**config.mk**
```make
export PLATFORM = sky130hd
export DESIGN_NAME = alu_exec_unit
export DESIGN_NICKNAME = d
export VERILOG_FILES = /design/src/rtl/alu_exec_unit.sv
export SDC_FILE = /design/constraint.sdc
export NUM_CORES = 1
export LEC_CHECK = 0
export BUFFER_PORTS_ARGS = -buffer_cell sky130_fd_sc_hd__buf_2
export CAP_MARGIN = 20
export CORE_MARGIN = 5
export CORE_UTILIZATION = 67
export DETAILED_ROUTE_END_ITERATION = 16
export HOLD_SLACK_MARGIN = 0.06
export PLACE_DENSITY = 0.88
export SETUP_SLACK_MARGIN = 0.4
export SLEW_MARGIN = 10
export SYNTH_ARGS = -nofsm -noshare
export SYNTH_HDL_FRONTEND = slang
export SYNTH_SLANG_ARGS = --single-unit
```
**constraint.sdc**
```tcl
create_clock -name clk -period 9.7 [get_ports clk]
set_input_delay 0.97 -clock clk [delete_from_list [all_inputs] [get_ports clk]]
set_output_delay 0.97 -clock clk [all_outputs]
set_load 0.05 [all_outputs]
```
**src/rtl/alu_exec_unit.sv**
```systemverilog
// Execute-stage ALU: single-cycle data-processing ops plus a 32-iteration shift-add MUL.
// Result and NZCV flags are registered; Done pulses for one cycle on every completion.
module alu_exec_unit #(
  parameter int unsigned WIDTH      = 32,
  parameter int unsigned MUL_CYCLES = 32
) (
  input  logic             clk,
  input  logic             reset_n,
  input  logic             Start,
  input  logic [WIDTH-1:0] SrcA,
  input  logic [WIDTH-1:0] Shifted,
  input  logic [3:0]       ALUControl,
  input  logic             SetFlags,
  output logic [WIDTH-1:0] Result,
  output logic [3:0]       Flags,
  output logic             Done,
  output logic             Busy
);

  localparam int unsigned CntW = $clog2(MUL_CYCLES);
  localparam logic [CntW-1:0] CntLast = CntW'(MUL_CYCLES - 1);

  typedef enum logic [0:0] {StIdle, StMul} state_e;

  state_e           state_q, state_d;
  logic [WIDTH-1:0] result_q, result_d;
  logic [3:0]       flags_q, flags_d;
  logic             done_q, done_d;
  logic [WIDTH-1:0] acc_q, acc_d, mcand_q, mcand_d, mplier_q, mplier_d;
  logic [CntW-1:0]  cnt_q, cnt_d;
  logic             sf_q, sf_d;

  logic             accept, mul_last;
  logic [WIDTH-1:0] acc_step;
  logic [WIDTH-1:0] add_x, add_y, op_res;
  logic             add_cin, is_arith, is_defined;
  logic [WIDTH:0]   sum;
  logic             add_v;

  assign accept   = Start && (state_q == StIdle);
  assign mul_last = (cnt_q == CntLast);
  assign acc_step = acc_q + (mplier_q[0] ? mcand_q : '0);

  // Subtracts are folded into one adder as X + ~Y + 1.
  always_comb begin
    add_x   = SrcA;
    add_y   = Shifted;
    add_cin = 1'b0;
    unique case (ALUControl)
      4'b0010, 4'b1010: begin add_y = ~Shifted; add_cin = 1'b1; end
      4'b0011: begin add_x = Shifted; add_y = ~SrcA; add_cin = 1'b1; end
      default: ;
    endcase
  end

  assign sum   = {1'b0, add_x} + {1'b0, add_y} + {{WIDTH{1'b0}}, add_cin};
  assign add_v = (add_x[WIDTH-1] == add_y[WIDTH-1]) && (sum[WIDTH-1] != add_x[WIDTH-1]);

  always_comb begin
    op_res     = '0;
    is_arith   = 1'b0;
    is_defined = 1'b1;
    case (ALUControl)
      4'b0000: op_res = SrcA & Shifted;
      4'b0001: op_res = SrcA ^ Shifted;
      4'b0010, 4'b0011, 4'b0100, 4'b1010: begin
        op_res   = sum[WIDTH-1:0];
        is_arith = 1'b1;
      end
      4'b1100: op_res = SrcA | Shifted;
      4'b1101: op_res = Shifted;
      4'b1110: op_res = SrcA & ~Shifted;
      4'b1111: op_res = ~Shifted;
      default: is_defined = 1'b0;
    endcase
  end

  // State register
  always_ff @(posedge clk or negedge reset_n) begin
    if (!reset_n) state_q <= StIdle;
    else          state_q <= state_d;
  end

  // Next-state logic
  always_comb begin
    state_d = state_q;
    unique case (state_q)
      StIdle: if (accept && ALUControl == 4'b1001) state_d = StMul;
      StMul:  if (mul_last) state_d = StIdle;
      default: state_d = StIdle;
    endcase
  end

  // Output logic
  always_comb begin
    Busy   = (state_q == StMul);
    Result = result_q;
    Flags  = flags_q;
    Done   = done_q;
  end

  always_comb begin
    result_d = result_q;
    flags_d  = flags_q;
    done_d   = 1'b0;
    acc_d    = acc_q;
    mcand_d  = mcand_q;
    mplier_d = mplier_q;
    cnt_d    = cnt_q;
    sf_d     = sf_q;
    if (state_q == StMul) begin
      acc_d    = acc_step;
      mcand_d  = mcand_q << 1;
      mplier_d = mplier_q >> 1;
      cnt_d    = cnt_q + 1'b1;
      if (mul_last) begin
        result_d = acc_step;
        done_d   = 1'b1;
        if (sf_q) flags_d = {acc_step[WIDTH-1], acc_step == '0, flags_q[1:0]};
      end
    end else if (accept) begin
      if (ALUControl == 4'b1001) begin
        acc_d    = '0;
        mcand_d  = SrcA;
        mplier_d = Shifted;
        cnt_d    = '0;
        sf_d     = SetFlags;
      end else begin
        result_d = op_res;
        done_d   = 1'b1;
        if (SetFlags && is_defined) begin
          flags_d = is_arith ? {op_res[WIDTH-1], op_res == '0, sum[WIDTH], add_v}
                             : {op_res[WIDTH-1], op_res == '0, flags_q[1:0]};
        end
      end
    end
  end

  always_ff @(posedge clk or negedge reset_n) begin
    if (!reset_n) begin
      result_q <= '0;
      flags_q  <= '0;
      done_q   <= 1'b0;
      acc_q    <= '0;
      mcand_q  <= '0;
      mplier_q <= '0;
      cnt_q    <= '0;
      sf_q     <= 1'b0;
    end else begin
      result_q <= result_d;
      flags_q  <= flags_d;
      done_q   <= done_d;
      acc_q    <= acc_d;
      mcand_q  <= mcand_d;
      mplier_q <= mplier_d;
      cnt_q    <= cnt_d;
      sf_q     <= sf_d;
    end
  end

endmodule

```
==> metrics <==
period utilization=roughly 63%; most frequent cells in the layout=nand2_1, o21ai_0, a21oi_1, nor2_1, dfrtp_1; FF+latch count, synth=140; Synth Net Count=~2,000; Root Buffer=clkbuf_16; max-cap viol count=0; FFs w/ async S/R, synth=100%; share of cells above drive strength 1=between 10% and 20%; core outline area=19,600 um2; critical-path cell list=buf_2, buf_4, inv_1, a211o_1, buf_4, nand2_1, o221ai_1, fa_1, fa_1, a21oi_1, o221ai_2, o311ai_0, nand2_1, xor2_1, a221oi_1, o2111ai_1, nor4_1, nand4_1, o31ai_1; commonest non-fill, non-tap cell in the layout=nand2_1; Worst EP arrival=between 6 and 7 ns; relative slew slack=between 20 and 25%; Via density=6.67; Slowest cell on crit path=buf_4; GRT Util Overall=a little under two fifths; Worst setup SP type=input pin; Post-CTS Hold Buffers=0; first-pass detailed-route iteration total=6; Starting DRT DRC Count=2,104; hold crit path type=flop to flop; Final Max Tran Viols=0; XOR/XNOR Fraction of Synth Area=4.70%; CTS tree=built; largest net degree at the start of global routing=about 120; total routed wirelength=between 40 and 50 mm; Synth Area in Adders=about a tenth; Row Count=51; RSZ-0062 raised after global routing=false; Crit Path Max Fanout=59; Die H=approximately 150 um; setup TNS=0 ns; pre-CTS setup slack=roughly 3.4 ns; family with the most delay on the worst path=compound AO/OA/AOI/OAI gates; Fillers=1,556; sequential share of power=31.2%; initial antenna violation count=0; Crit Path Category=input pin to flop; Post-synth top flop=dfrtp_1; Clock Latency Late Sink=~0.44 ns; Min Clock Period, post-route=a little over 6 ns; Fin Clk Skew=0.0112 ns; Worst setup EP type=flop; CTS Buffer Depth=2; Finished Cell Area=about 15,000 um2; Worst-path clk slew=around 0.06 ns; largest family of logic cells by synthesized area=compound AO/OA/AOI/OAI gates; post-synthesis simple-gate area fraction=between 20% and 30%; P_int=about 1.7 mW; sw power=between 1.5 and 2 mW; status=complete, no violations; Post-Syn Area per Cell=7.33 um2; Seq/Total Area, Yosys=between 20% and 30%; Placed Area=between 10,000 and 15,000 um2; H-tree Lvls=4; DRT antenna net count=0; die area=23,000 um2; fin nets=between 2,000 and 2,500; wire per inst=just over 20 um; Pwr per Cell Area=220 nW/um2; CP Launch Point=ALUControl[1]; Layout area overhead=8.10%; EDFF count, synth=0; Fmax achieved=165 MHz; Cell Area, Synth=~13,000 um2; Die X=between 150 and 200 um; Buf/Inv on CP=4; part of the power in the clock network=roughly a fifth; Yosys cell types=just over 90; Worst-Margin Slew=around 1.2 ns; min-delay src=mplier_q[2]$_DFFE_PN0P_; Worst Path Required=between 10 and 15 ns; GRT overflow=0; YS warnings=0; via count=roughly 14,000; Sw Ratio=a little under half; Peak VDD IR=between 0.1 and 0.15 mV; Synth Area in Compound Gates=roughly 30%; Hold Violations, Final=0; IO Pins=110; clk sinks=140; PortBufs=about 110; first-pass GRT wire length=~68 mm; combinational power share=between 40% and 50%; Reg-to-Reg Start=mplier_q[0]$_DFFE_PN0P_; ant diodes=0; cts bufs inserted=17; DRC errors left=0; Worst path max stage delay=just over 0.6 ns; DP HPWL=31.1 mm; multiplexer share of the synthesized area=2.33%; cell count after synthesis=1,831; Starting Density=68.6%; setup bufs post-CTS=0; number of global-route vias before repair=12,700; final setup violation count=0; Leak=around 6.7 nW; Placer Congestion=0.984; # resized after CTS=0; slack of the critical path=around 3.6 ns
## power by group through the flow
stage | sequential, mW | combinational, mW | clock, mW
final | 0.995 | 1.54 | 0.657
after global routing | 1.03 | 1.67 | 0.678
after CTS | 0.992 | 1.51 | 0.657
after detailed placement | 1.00 | 1.50 | 0
after global placement | 0.986 | 1.45 | 0
after floorplan | 1.18 | 0.910 | 0
## worst min-delay path: stages, from the launching register on
cell     delay, ns
dfrtp_1       0.34
nand2_1       0.05
o21ai_0       0.05
## worst paths after layout
check                                          end  slack, ns  cells past startpoint
min reg2reg                mplier_q[1]$_DFFE_PN0P_       0.48                      2
max in group asynchronous     Flags[1]$_DFFE_PN0P_       7.87                      2
min in group asynchronous  mplier_q[4]$_DFFE_PN0P_       0.55                      1
max                           Flags[2]$_DFFE_PN0P_       3.63                     19
max reg2reg                   Flags[2]$_DFFE_PN0P_       5.10                     13
min                        mplier_q[1]$_DFFE_PN0P_       0.48                      2
## flip-flops by register name (all words and copies together) (netlist names)
register / cells
Result: 32
Done: 1
mcand_q: 32
Flags: 4
sf_q: 1
acc_q: 32
cnt_q: 5
Busy: 1
mplier_q: 32
## logic make-up (layout without fill, tap and decap cells)
group / Yosys count / count (layout)
AND/OR/NAND/NOR: 653 / 653
adder cells (fa/ha/maj): 99 / 99
XOR/XNOR: 72 / 72
flip-flops: 140 / 140
multiplexers: 30 / 30
buffers and inverters: 211 / 240
AO/OA/AOI/OAI: 626 / 626
## through the flow
stage	std cells	util, %	hold slack, ns	power, mW
finish	2125	74.1	0.483	3.19
global route	2125	74.1	0.520	3.38
CTS	2125	74.1	0.488	3.16
detailed placement	2093	71.1	0.471	2.50
global placement	2093	71.1	0.461	2.44
floorplan	1831	-	0.453	2.09
## cells in the mapped netlist (11+ instances only)
master      n  area share [%]
and2_1     41             1.9
o221ai_1   37             2.4
a31oi_1    14            0.65
nand4_1    15            0.70
ha_1       96             8.9
inv_1      83             2.3
xnor2_1    29             1.9
a221oi_1   14            0.91
and3_1     13            0.61
clkbuf_1   94             2.6
o22ai_1    12            0.56
dfrtp_1   140              26
a211oi_1   18             1.0
a22oi_1    11            0.61
nand2_1   272             7.6
xor2_1     43             2.8
a21oi_1   182             6.8
o31ai_1    12            0.67
nand3_1    43             1.6
nor3_1     27             1.0
nor2_1    178             5.0
a21o_1     28             1.6
mux2i_1    20             1.5
o21ai_0   211             7.9
buf_2      18            0.67
## area by class of cell
type | instances | area [um2] | area share (%)
repair buffers | 123 | 657 | 4.53
well taps | 265 | 332 | 2.28
clock buffers | 19 | 453 | 3.12
multi-input cells | 1480 | 9120 | 62.8
inverters | 85 | 319 | 2.20
clock inverters | 13 | 130 | 0.896
flip-flops and latches | 140 | 3510 | 24.2
## metal layers
| layer | up-vias | part of all wire, % | global-route usage [%] |
|---|---|---|---|
| li1 | 6614 | - | - |
| met1 | 6598 | 43 | 56.6 |
| met2 | 877 | 43 | 53.8 |
| met3 | 85 | 12 | 7.85 |
| met4 | 0 | 2.0 | 9.39 |
| met5 | - | 0 | 0 |
No activity file was read; power rests on OpenSTA's default activity.
